### config.mk
export PLATFORM = sky130hd
export DESIGN_NAME = mem_stage_lsu_flat
export DESIGN_NICKNAME = d
export VERILOG_FILES = /design/src/rtl/mem_stage_lsu_if.sv /design/src/rtl/mem_stage_lsu.sv /design/src/flat_wrapper.sv
export SDC_FILE = /design/constraint.sdc
export NUM_CORES = 1
export LEC_CHECK = 0
export ABC_AREA = 0
export BUFFER_PORTS_ARGS = -buffer_cell sky130_fd_sc_hd__buf_4
export CELL_PAD_IN_SITES_DETAIL_PLACEMENT = 1
export CELL_PAD_IN_SITES_GLOBAL_PLACEMENT = 1
export CORE_MARGIN = 2
export CORE_UTILIZATION = 34
export CTS_CLUSTER_SIZE = 10
export DETAILED_ROUTE_END_ITERATION = 16
export PLACE_DENSITY_LB_ADDON = 0.15
export SLEW_MARGIN = 0
export SYNTH_ARGS = -nofsm -noshare
export SYNTH_HDL_FRONTEND = slang
export SYNTH_SLANG_ARGS = --single-unit
### constraint.sdc
create_clock -name clk -period 5.35 [get_ports clk]
set_input_delay 1.07 -clock clk [delete_from_list [all_inputs] [get_ports clk]]
set_output_delay 1.07 -clock clk [all_outputs]
set_load 0.05 [all_outputs]
### src/rtl/mem_stage_lsu_if.sv
// Data-memory bus between the memory-stage LSU (master) and the data memory (slave).
// Request fields are registered by the master and held stable until dmem_ack.
interface mem_stage_lsu_if;
  logic        dmem_req;
  logic        dmem_we;
  logic [31:0] dmem_addr;
  logic [3:0]  dmem_be;
  logic [31:0] dmem_wdata;
  logic        dmem_ack;
  logic [31:0] dmem_rdata;

  modport master (
    output dmem_req, dmem_we, dmem_addr, dmem_be, dmem_wdata,
    input  dmem_ack, dmem_rdata
  );

  modport slave (
    input  dmem_req, dmem_we, dmem_addr, dmem_be, dmem_wdata,
    output dmem_ack, dmem_rdata
  );
endinterface

### src/rtl/mem_stage_lsu.sv
// Memory-stage load/store unit: runs one data-bus transaction per load/store,
// stalls the pipeline meanwhile and hands results to the write-stage register.
module mem_stage_lsu #(
  parameter int TIMEOUT = 255,
  parameter int TO_W    = 8
) (
  input  logic                 clk,
  input  logic                 rst,
  input  logic                 we_regM,
  input  logic                 mux9M,
  input  logic [31:0]          resultM,
  input  logic [4:0]           rdM,
  input  logic [31:0]          wdataM,
  input  logic [1:0]           cmdM,
  input  logic [2:0]           sx_2M_ctrl,
  input  logic                 flushM,
  input  logic                 hold_in,
  mem_stage_lsu_if.master      dmem,
  output logic                 we_regW,
  output logic                 mux9W,
  output logic [31:0]          resultW,
  output logic [4:0]           rdW,
  output logic [1:0]           cmdW,
  output logic [2:0]           sx_2W_ctrl,
  output logic [31:0]          memW,
  output logic                 stallM,
  output logic                 misalign,
  output logic                 bus_err
);

  typedef enum logic [1:0] {IDLE, REQ, RESP} state_t;

  state_t      state, state_next;
  logic        req_q, we_q;
  logic [31:0] addr_q, wdata_q, rdata_q;
  logic [3:0]  be_q;
  logic        kill_q;
  logic [TO_W-1:0] cnt;

  logic        memop, mis, issue, timeout_hit, bubble;
  logic [3:0]  be_calc;
  logic [31:0] wdata_calc;

  assign dmem.dmem_req   = req_q;
  assign dmem.dmem_we    = we_q;
  assign dmem.dmem_addr  = addr_q;
  assign dmem.dmem_be    = be_q;
  assign dmem.dmem_wdata = wdata_q;

  // Decode the access: alignment check, byte lanes and lane-replicated store data.
  always_comb begin
    memop      = (cmdM == 2'b01) || (cmdM == 2'b10);
    mis        = 1'b0;
    be_calc    = 4'b1111;
    wdata_calc = wdataM;
    case (sx_2M_ctrl[1:0])
      2'b00: begin
        be_calc    = 4'b0001 << resultM[1:0];
        wdata_calc = {4{wdataM[7:0]}};
      end
      2'b01: begin
        mis        = resultM[0];
        be_calc    = 4'b0011 << resultM[1:0];
        wdata_calc = {2{wdataM[15:0]}};
      end
      default: mis = (resultM[1:0] != 2'b00);
    endcase
  end

  assign timeout_hit = (state == REQ) && !dmem.dmem_ack && (cnt == TO_W'(TIMEOUT - 1));

  always_comb begin
    state_next = state;
    stallM     = 1'b0;
    bubble     = 1'b0;
    issue      = 1'b0;
    case (state)
      IDLE: begin
        if (memop && !flushM) begin
          if (mis) begin
            bubble = 1'b1;
          end else begin
            stallM = 1'b1;
            if (!hold_in) begin
              issue      = 1'b1;
              state_next = REQ;
            end
          end
        end
      end
      REQ: begin
        stallM = 1'b1;
        if (dmem.dmem_ack || timeout_hit) state_next = RESP;
      end
      RESP: begin
        // kill_q covers both a flush seen during REQ and a bus timeout
        if (kill_q) bubble = 1'b1;
        if (!hold_in) state_next = IDLE;
      end
      default: state_next = IDLE;
    endcase
    if (stallM || flushM) bubble = 1'b1;
  end

  assign we_regW    = bubble ? 1'b0  : we_regM;
  assign mux9W      = bubble ? 1'b0  : mux9M;
  assign cmdW       = bubble ? 2'b00 : cmdM;
  assign resultW    = resultM;
  assign rdW        = rdM;
  assign sx_2W_ctrl = sx_2M_ctrl;
  assign memW       = rdata_q >> {resultM[1:0], 3'b000};

  always_ff @(posedge clk or posedge rst) begin
    if (rst) begin
      state    <= IDLE;
      req_q    <= 1'b0;
      we_q     <= 1'b0;
      addr_q   <= '0;
      be_q     <= '0;
      wdata_q  <= '0;
      rdata_q  <= '0;
      kill_q   <= 1'b0;
      cnt      <= '0;
      misalign <= 1'b0;
      bus_err  <= 1'b0;
    end else begin
      state    <= state_next;
      misalign <= (state == IDLE) && memop && mis && !flushM && !hold_in;
      bus_err  <= timeout_hit;
      case (state)
        IDLE: begin
          kill_q <= 1'b0;
          if (issue) begin
            req_q   <= 1'b1;
            we_q    <= (cmdM == 2'b10);
            addr_q  <= {resultM[31:2], 2'b00};
            be_q    <= be_calc;
            wdata_q <= wdata_calc;
            cnt     <= '0;
          end
        end
        REQ: begin
          // A flush never aborts the bus cycle; the result is dropped later
          if (flushM) kill_q <= 1'b1;
          if (dmem.dmem_ack) begin
            req_q   <= 1'b0;
            rdata_q <= dmem.dmem_rdata;
          end else if (timeout_hit) begin
            req_q  <= 1'b0;
            kill_q <= 1'b1;
          end else begin
            cnt <= cnt + 1'b1;
          end
        end
        RESP: begin
          if (!hold_in) kill_q <= 1'b0;
        end
        default: ;
      endcase
    end
  end

endmodule

### src/flat_wrapper.sv
// flat-port wrapper written by rule: the top's interface ports become plain ports
module mem_stage_lsu_flat 
#(
  parameter int TIMEOUT = 255,
  parameter int TO_W    = 8
)
  (clk, rst, we_regM, mux9M, resultM, rdM, wdataM, cmdM, sx_2M_ctrl, flushM, hold_in, we_regW, mux9W, resultW, rdW, cmdW, sx_2W_ctrl, memW, stallM, misalign, bus_err, dmem_dmem_req, dmem_dmem_we, dmem_dmem_addr, dmem_dmem_be, dmem_dmem_wdata, dmem_dmem_ack, dmem_dmem_rdata);
  mem_stage_lsu_if dmem_i ();
  input  logic clk;
  input  logic rst;
  input  logic we_regM;
  input  logic mux9M;
  input  logic [31:0] resultM;
  input  logic [4:0] rdM;
  input  logic [31:0] wdataM;
  input  logic [1:0] cmdM;
  input  logic [2:0] sx_2M_ctrl;
  input  logic flushM;
  input  logic hold_in;
  output logic we_regW;
  output logic mux9W;
  output logic [31:0] resultW;
  output logic [4:0] rdW;
  output logic [1:0] cmdW;
  output logic [2:0] sx_2W_ctrl;
  output logic [31:0] memW;
  output logic stallM;
  output logic misalign;
  output logic bus_err;
  output wire logic [$bits(dmem_i.dmem_req)-1:0] dmem_dmem_req;
  output wire logic [$bits(dmem_i.dmem_we)-1:0] dmem_dmem_we;
  output wire logic [$bits(dmem_i.dmem_addr)-1:0] dmem_dmem_addr;
  output wire logic [$bits(dmem_i.dmem_be)-1:0] dmem_dmem_be;
  output wire logic [$bits(dmem_i.dmem_wdata)-1:0] dmem_dmem_wdata;
  input wire logic [$bits(dmem_i.dmem_ack)-1:0] dmem_dmem_ack;
  input wire logic [$bits(dmem_i.dmem_rdata)-1:0] dmem_dmem_rdata;
  assign dmem_dmem_req = dmem_i.dmem_req;
  assign dmem_dmem_we = dmem_i.dmem_we;
  assign dmem_dmem_addr = dmem_i.dmem_addr;
  assign dmem_dmem_be = dmem_i.dmem_be;
  assign dmem_dmem_wdata = dmem_i.dmem_wdata;
  assign dmem_i.dmem_ack = dmem_dmem_ack;
  assign dmem_i.dmem_rdata = dmem_dmem_rdata;
  mem_stage_lsu #(.TIMEOUT(TIMEOUT), .TO_W(TO_W)) u_core (.clk(clk), .rst(rst), .we_regM(we_regM), .mux9M(mux9M), .resultM(resultM), .rdM(rdM), .wdataM(wdataM), .cmdM(cmdM), .sx_2M_ctrl(sx_2M_ctrl), .flushM(flushM), .hold_in(hold_in), .dmem(dmem_i), .we_regW(we_regW), .mux9W(mux9W), .resultW(resultW), .rdW(rdW), .cmdW(cmdW), .sx_2W_ctrl(sx_2W_ctrl), .memW(memW), .stallM(stallM), .misalign(misalign), .bus_err(bus_err));
endmodule
==> results of run 1 <==
-- power by group --
group          internal [mW]  switching (mW)  leakage [nW]
logic                  0.566            1.22          2.39
clock network          0.799           0.399         0.303
registers               1.12           0.207          1.41
-- layout make-up --
class	count	area, sq um	area share [%]
Sequential cell	113	2828	35.19
Clock buffer	21	460.4	5.729
Timing Repair Buffer	250	1877	23.35
Multi-Input combinational cell	410	2411	30.00
Tap cell	220	275.3	3.425
Clock inverter	11	160.2	1.993
Inverter	6	25.02	0.3114
-- cells in the mapped netlist (all sizes together), types with 4 or more instances --
cell type / count
clkbuf: 13
nor2: 24
nand2: 161
or4: 5
nand3: 9
o21ai: 45
mux2: 32
a21oi: 22
a21o: 4
mux2i: 41
nor3: 5
dfrtp: 113
and2: 13
a211oi: 8
inv: 6
nor2b: 9
buf: 64
-- per-layer routing --
layer	GRT usage [%]	wire [um]	vias to the layer above
li1	-	-	2381
met1	24.22	7313	2411
met2	33.19	8557	183
met3	6.811	1365	34
met4	8.983	502	0
met5	0	0	-
-- placed cells by master (no fill, tap or decap), types with 8 or more instances in the layout --
master	Yosys	final
mux2_2	32	32
o21ai_0	43	43
nor2_1	22	22
clkbuf_16	0	17
buf_4	43	250
dfrtp_1	113	113
a211oi_1	8	8
nand2_1	161	161
and2_1	13	13
nand3_1	9	9
mux2i_1	41	41
a21oi_1	22	22
nor2b_1	9	9
-- critical path, cell delays in order --
cell and delay (ns):
buf_4 0.27, or2_2 0.35, a21oi_1 0.30, a21oi_1 0.12, nor2_1 0.12, buf_4 0.22
-- worst paths after layout --
kind | start | endpoint | slack (ns) | depth (start not counted)
min | u_core.dmem.dmem_addr[28]$_DFFE_PP0P_ | u_core.dmem.dmem_addr[28]$_DFFE_PP0P_ | 0.47 | 2
min in group asynchronous | rst | u_core.dmem.dmem_addr[29]$_DFFE_PP0P_ | 0.85 | 2
max reg2reg | u_core.state[1]$_DFFE_PP0P_ | u_core.cnt[6]$_DFFE_PP0P_ | 3.14 | 4
min reg2reg | u_core.dmem.dmem_addr[28]$_DFFE_PP0P_ | u_core.dmem.dmem_addr[28]$_DFFE_PP0P_ | 0.47 | 2
max in group asynchronous | rst | u_core.dmem.dmem_addr[30]$_DFFE_PP0P_ | 3.38 | 3
max | resultM[0] | stallM | 1.81 | 6
-- stage by stage --
stage	setup WS, ns	total power, mW	util, %
3_3_place_gp	1.880	3.095	44.88
2_1_floorplan	1.293	2.543	-
5_1_grt	1.641	4.525	48.63
6_report	1.809	4.310	48.63
3_5_place_dp	1.791	3.139	44.88
4_1_cts	1.805	4.365	48.63
-- cells by family (layout without fill, tap and decap cells) --
group	after synthesis	in the layout
adder cells (fa/ha/maj)	3	3
AO/OA/AOI/OAI	92	92
buffers and inverters	83	288
flip-flops	113	113
multiplexers	73	73
XOR/XNOR	1	1
other	1	2
AND/OR/NAND/NOR	239	239
-- flip-flops by register name, indices dropped and copies added (netlist names), 2 cells and up --
| register | count |
|---|---|
| u_core.dmem.dmem_wdata | 32 |
| u_core.rdata_q | 32 |
| u_core.dmem.dmem_addr | 30 |
| u_core.cnt | 8 |
| u_core.dmem.dmem_be | 4 |
| u_core.state | 2 |
==> impl_metrics.env, run 1 <==
export IMPL_status="completed"
export IMPL_track_usage_pct=20.26
export IMPL_timing_critical_path_fanout_max=42
export IMPL_cts_hold_buf=0
export IMPL_syn_avg_cell_area_sq_um=9.464
export IMPL_worstPathArrival_ns=2.47
export IMPL_drive_above_1_share_pct=39.46
export IMPL_crit_type="input port to primary output"
export IMPL_clock_tree_htree_level_count=4
export IMPL_timing_max_cap_violations=0
export IMPL_io_buffers=247
export IMPL_ctsLongestPathBuffers=2
export IMPL_dieWidth_um=133.8
export IMPL_hold_worst_slack_ns=0.4738
export IMPL_ioPinCount=262
export IMPL_worstSetupEndpointType="primary output"
export IMPL_maxClockFrequency_mhz=282.4
export IMPL_diodes=0
export IMPL_initial_util_pct=34.65
export IMPL_synth_seq_area_share_pct=49.39
export IMPL_grt_first_pass_wirelength_mm=28.23
export IMPL_layout_area_overhead_vs_synth_pct=40.36
export IMPL_design_final_nets=914
export IMPL_number_of_enable_flip_flop_cells_after_synthesis=0
export IMPL_clockRootBuffer="clkbuf_16"
export IMPL_worst_skew_pair_latency_ns=0.41
export IMPL_die_area_sq_um=17890
export IMPL_post_drt_wl_per_cell_um=17.20
export IMPL_yosys_area_top_type="dfrtp_1"
export IMPL_number_of_antenna_violations_at_the_first_check_in_global_routing=0
export IMPL_die_y_um=133.8
export IMPL_final_min_clock_period_ns=3.541
export IMPL_report_final_slew_viol_count=0
export IMPL_setup_worst_path_start_class="input port"
export IMPL_synthXorXnorAreaFrac_pct=0.1530
export IMPL_worst_pin_slew_ns=0.9398
export IMPL_synthAdderAreaFrac_pct=0.6556
export IMPL_cts_resized=0
export IMPL_first_global_vias=5380
export IMPL_vias_per_cell=4.858
export IMPL_wl_mm=17.74
export IMPL_post_synth_top_area_fraction_pct=49.39
export IMPL_relative_slew_slack_pct=37.35
export IMPL_setup_tns_ns=0
export IMPL_syn_inst=605
export IMPL_route_vias_total=5009
export IMPL_synth_compound_gate_area_share_pct=9.200
export IMPL_power_per_cell_area_nw_per_um2=536.3
export IMPL_timing_final_hold_violations=0
export IMPL_cp_data_required_time_ns=4.28
export IMPL_grt_setup_unrepaired="false"
export IMPL_yosys_register_bits=113
export IMPL_route_detailed_drc=0
export IMPL_synthFlopType="dfrtp_1"
export IMPL_skew_ns=0.006932
export IMPL_finalSetupViolations=0
export IMPL_post_synth_and_or_nand_nor_area_fraction_pct=18.33
export IMPL_detail_route_iter0_violations=136
export IMPL_main_combinational_cell_family_by_area_after_synthesis="simple AND/OR/NAND/NOR gates"
export IMPL_number_of_buffers_inserted_by_post_cts_setup_repair=0
export IMPL_static_leakage_power_nw=4.109
export IMPL_final_instance_count_excl_fill=1031
export IMPL_placedCellCount=999
export IMPL_hold_path_class="register to register"
export IMPL_number_of_clock_buffers_inserted_by_tritoncts=17
export IMPL_synth_area_sq_um=5725
export IMPL_dpl_cell_area_sq_um=7416
export IMPL_post_synthesis_cell_type_count=45
export IMPL_cts_tree="built"
export IMPL_grt_start_max_net_pins=73
export IMPL_drt_pre_antenna_iters=4
export IMPL_globalRouteOverflowTotal=0
export IMPL_synthesis_yosys_warnings=0
export IMPL_core_rowCount=47
export IMPL_design_area_sq_um=8036
export IMPL_globalplace_congestion=0.7896
export IMPL_vdd_ir_drop_max_mv=0.2264
export IMPL_muxShareOfSynthArea_pct=13.46
export IMPL_clk_pin_slew_ns=0.05
export IMPL_tritoncts_num_sinks=113
export IMPL_fp_coreArea_sq_um=16520
export IMPL_final_period_utilization_pct=66.18
export IMPL_postRouteAntennaNets=0
export IMPL_asyncSetResetFlopFracSynth_pct=100.0
export IMPL_layout_fillers=1917
export IMPL_synth_top_cells_by_area="dfrtp_1, nand2_1, mux2i_1, mux2_2, buf_4"
export IMPL_place_hpwl_mm=12.74
No activity file was read; power rests on OpenSTA's default activity.
==> run 2, diff against run 1 <==
--- a/config.mk
+++ b/config.mk
@@ -5,12 +5,12 @@
 export SDC_FILE = /design/constraint.sdc
 export NUM_CORES = 1
 export LEC_CHECK = 0
-export ABC_AREA = 0
+export ABC_AREA = 1
 export BUFFER_PORTS_ARGS = -buffer_cell sky130_fd_sc_hd__buf_4
 export CELL_PAD_IN_SITES_DETAIL_PLACEMENT = 1
 export CELL_PAD_IN_SITES_GLOBAL_PLACEMENT = 1
 export CORE_MARGIN = 2
-export CORE_UTILIZATION = 34
+export CORE_UTILIZATION = 33
 export CTS_CLUSTER_SIZE = 10
 export DETAILED_ROUTE_END_ITERATION = 16
 export PLACE_DENSITY_LB_ADDON = 0.15
==> constraint.sdc (replaced) <==
create_clock -name clk -period 3.3 [get_ports clk]
set_input_delay 0.66 -clock clk [delete_from_list [all_inputs] [get_ports clk]]
set_output_delay 0.66 -clock clk [all_outputs]
set_load 0.05 [all_outputs]
==> run 2 against run 1 <==
Net effect:
- critical path depth grew 2
- largest power group unchanged
- clock power increased by 57%
- design area grew 1.7%
- critical endpoint is now cmdW[1]
- non-clock buffer count rose by 7
- sequential cell count unchanged
==> impl_metrics.env, run 2 <==
export IMPL_drive_above_1_share_pct=33.19
export IMPL_reg2regPathDepth=7
export IMPL_globalplace_congestion=0.7880
export IMPL_hold_worst_slack_ns=0.3961
export IMPL_post_drt_wl_per_cell_um=16.20
export IMPL_detail_route_iter0_violations=209
export IMPL_synth_area_sq_um=5822
export IMPL_static_leakage_power_nw=4.348
export IMPL_synthFlopType="dfrtp_1"
export IMPL_power_per_cell_area_nw_per_um2=1021
export IMPL_die_area_sq_um=18720
export IMPL_syn_inst=731
export IMPL_number_of_buffers_inserted_by_post_cts_setup_repair=0
export IMPL_clock_tree_htree_level_count=4
export IMPL_cts_tree="built"
export IMPL_finalSetupViolations=0
export IMPL_design_final_nets=1046
export IMPL_core_rowCount=48
export IMPL_grt_first_pass_wirelength_mm=29.93
export IMPL_worst_skew_pair_latency_ns=0.42
export IMPL_cts_hold_buf=0
export IMPL_worstPathArrival_ns=2.11
export IMPL_fp_coreArea_sq_um=17300
export IMPL_utilization_after_layout_pct=47.25
export IMPL_maxClockFrequency_mhz=361.6
export IMPL_vdd_ir_drop_max_mv=0.4868
export IMPL_crit_path_cell_trace="buf_4 > inv_6 > nand2_4 > nand2_4 > nand3_1 > nand3_1 > nor3_1 > buf_4"
export IMPL_grt_start_max_net_pins=47
export IMPL_number_of_clock_buffers_inserted_by_tritoncts=17
export IMPL_setup_tns_ns=0
export IMPL_drt_pre_antenna_iters=4
export IMPL_ctsLongestPathBuffers=2
export IMPL_hold_path_class="input port to async pin"
export IMPL_synthesis_yosys_warnings=0
export IMPL_final_min_clock_period_ns=2.765
export IMPL_final_instance_count_excl_fill=1169
export IMPL_ioPinCount=262
export IMPL_timing_max_cap_violations=0
export IMPL_crit_type="input port to primary output"
export IMPL_max_stage_delay_ns=0.31
export IMPL_yosys_register_bits=113
export IMPL_status="completed"
export IMPL_track_usage_pct=21.01
export IMPL_clockRootBuffer="clkbuf_16"
export IMPL_wl_mm=18.94
export IMPL_globalRouteOverflowTotal=0
export IMPL_synth_top_cells_by_count="nand2_1, dfrtp_1, inv_1"
export IMPL_first_global_vias=5759
export IMPL_timing_final_hold_violations=0
export IMPL_report_final_slew_viol_count=0
export IMPL_layout_area_overhead_vs_synth_pct=40.38
export IMPL_timing_critical_path_fanout_max=36
export IMPL_grt_setup_unrepaired="false"
export IMPL_relative_slew_slack_pct=39.10
export IMPL_route_detailed_drc=0
export IMPL_worstSetupEndpointType="primary output"
export IMPL_crit_slowest_cell="buf_4"
export IMPL_number_of_antenna_violations_at_the_first_check_in_global_routing=1
export IMPL_asyncSetResetFlopFracSynth_pct=100.0
export IMPL_synth_most_common_cell="nand2_1"
export IMPL_route_vias_total=5431
export IMPL_number_of_enable_flip_flop_cells_after_synthesis=0
export IMPL_synth_top_cells_by_area="dfrtp_1, nand2_1, buf_4, inv_1, nor2_1"
export IMPL_vias_per_cell=4.646
export IMPL_skew_ns=0.006211
export IMPL_syn_avg_cell_area_sq_um=7.964
export IMPL_postRouteAntennaNets=0
export IMPL_cts_resized=0
export IMPL_post_synthesis_cell_type_count=30
export IMPL_final_period_utilization_pct=83.80
export IMPL_post_synth_top_area_fraction_pct=48.57
export IMPL_mostFrequentLayoutCell="buf_4"
export IMPL_die_y_um=136.8
export IMPL_regToRegEndpoint="u_core.rdata_q[23]$_DFFE_PP0P_"
export IMPL_tritoncts_num_sinks=113
export IMPL_io_buffers=247
export IMPL_crit_path_launch="resultM[0]"
export IMPL_yosys_area_top_type="dfrtp_1"
export IMPL_place_hpwl_mm=14.17
export IMPL_layout_cells_most_common_list="buf_4, nand2_1, dfrtp_1"
export IMPL_clk_pin_slew_ns=0.06
export IMPL_initial_util_pct=33.66
export IMPL_critical_path_reg2reg_startpoint="u_core.state[1]$_DFFE_PP0P_"
export IMPL_worst_pin_slew_ns=0.9102
export IMPL_dieWidth_um=136.8
export IMPL_synth_seq_area_share_pct=48.57
export IMPL_r2r_setup_slack_ns=1.12
export IMPL_cp_data_required_time_ns=2.64
export IMPL_placedCellCount=1136
export IMPL_setup_worst_path_start_class="input port"
==> run 2: cell count changes in the layout (fill, tap and decap cells not counted), moves of 9 or more <==
| cell | change |
|---|---|
| nor2b_1 | -9 |
| o21ai_0 | +9 |
| o21ai_1 | +49 |
| nor2_1 | +58 |
| inv_1 | +80 |
| mux2_2 | -24 |
| mux2i_1 | -41 |
| and2_1 | -13 |
| a21oi_1 | +29 |
==> run 2: final cells by class <==
type | instances | area, sq um
Clock inverter | 10 | 133.9
Sequential cell | 113 | 2828
Clock buffer | 22 | 464.2
Antenna cell | 1 | 2.502
Tap cell | 225 | 281.5
Timing Repair Buffer | 257 | 1992
Inverter | 92 | 354.1
Fill cell | 2151 | 9124
Multi-Input combinational cell | 449 | 2117
==> run 2: worst max-delay path: cells and delay by family <==
family / cells / cell delay [ns]
AND/OR/NAND/NOR: 5 / 0.72
buffers and inverters: 3 / 0.68
==> run 2: metal layers <==
layer	GRT usage (%)	up-vias	wire, um
met4	6.071	0	190
met5	0	-	0
li1	-	2666	-
met3	8.074	17	1670
met2	36.83	173	9484
met1	23.73	2575	7590
==> run 2: kinds of logic after synthesis <==
| logic type | synth area share [%] |
|---|---|
| AO/OA/AOI/OAI | 15.09 |
| adder cells (fa/ha/maj) | 0.6448 |
| buffers and inverters | 15.17 |
| flip-flops | 48.57 |
| multiplexers | 1.547 |
| other | 0.06441 |
| AND/OR/NAND/NOR | 18.91 |
==> run 2: worst max-delay path by stage <==
stage	end
2_1_floorplan	cmdW[0]
3_3_place_gp	cmdW[0]
3_5_place_dp	cmdW[1]
4_1_cts	cmdW[1]
5_1_grt	mux9W
6_report	cmdW[1]
==> run 2: power breakdown <==
part           switching [mW]  internal, mW
registers               0.353          1.98
clock network           0.660          1.22
logic                    2.94          1.18
total                    3.96          4.38
==> run 2: per-stage QoR <==
stage                     area [sq um]  setup WS, ns  power, mW
after floorplan                   5829        0.2700      5.159
after global placement            7572        0.6251      6.439
after detailed placement          7572        0.5555      6.512
after CTS                         8170        0.5483      8.447
after global routing              8170        0.3721      8.799
final                             8173        0.5347      8.343
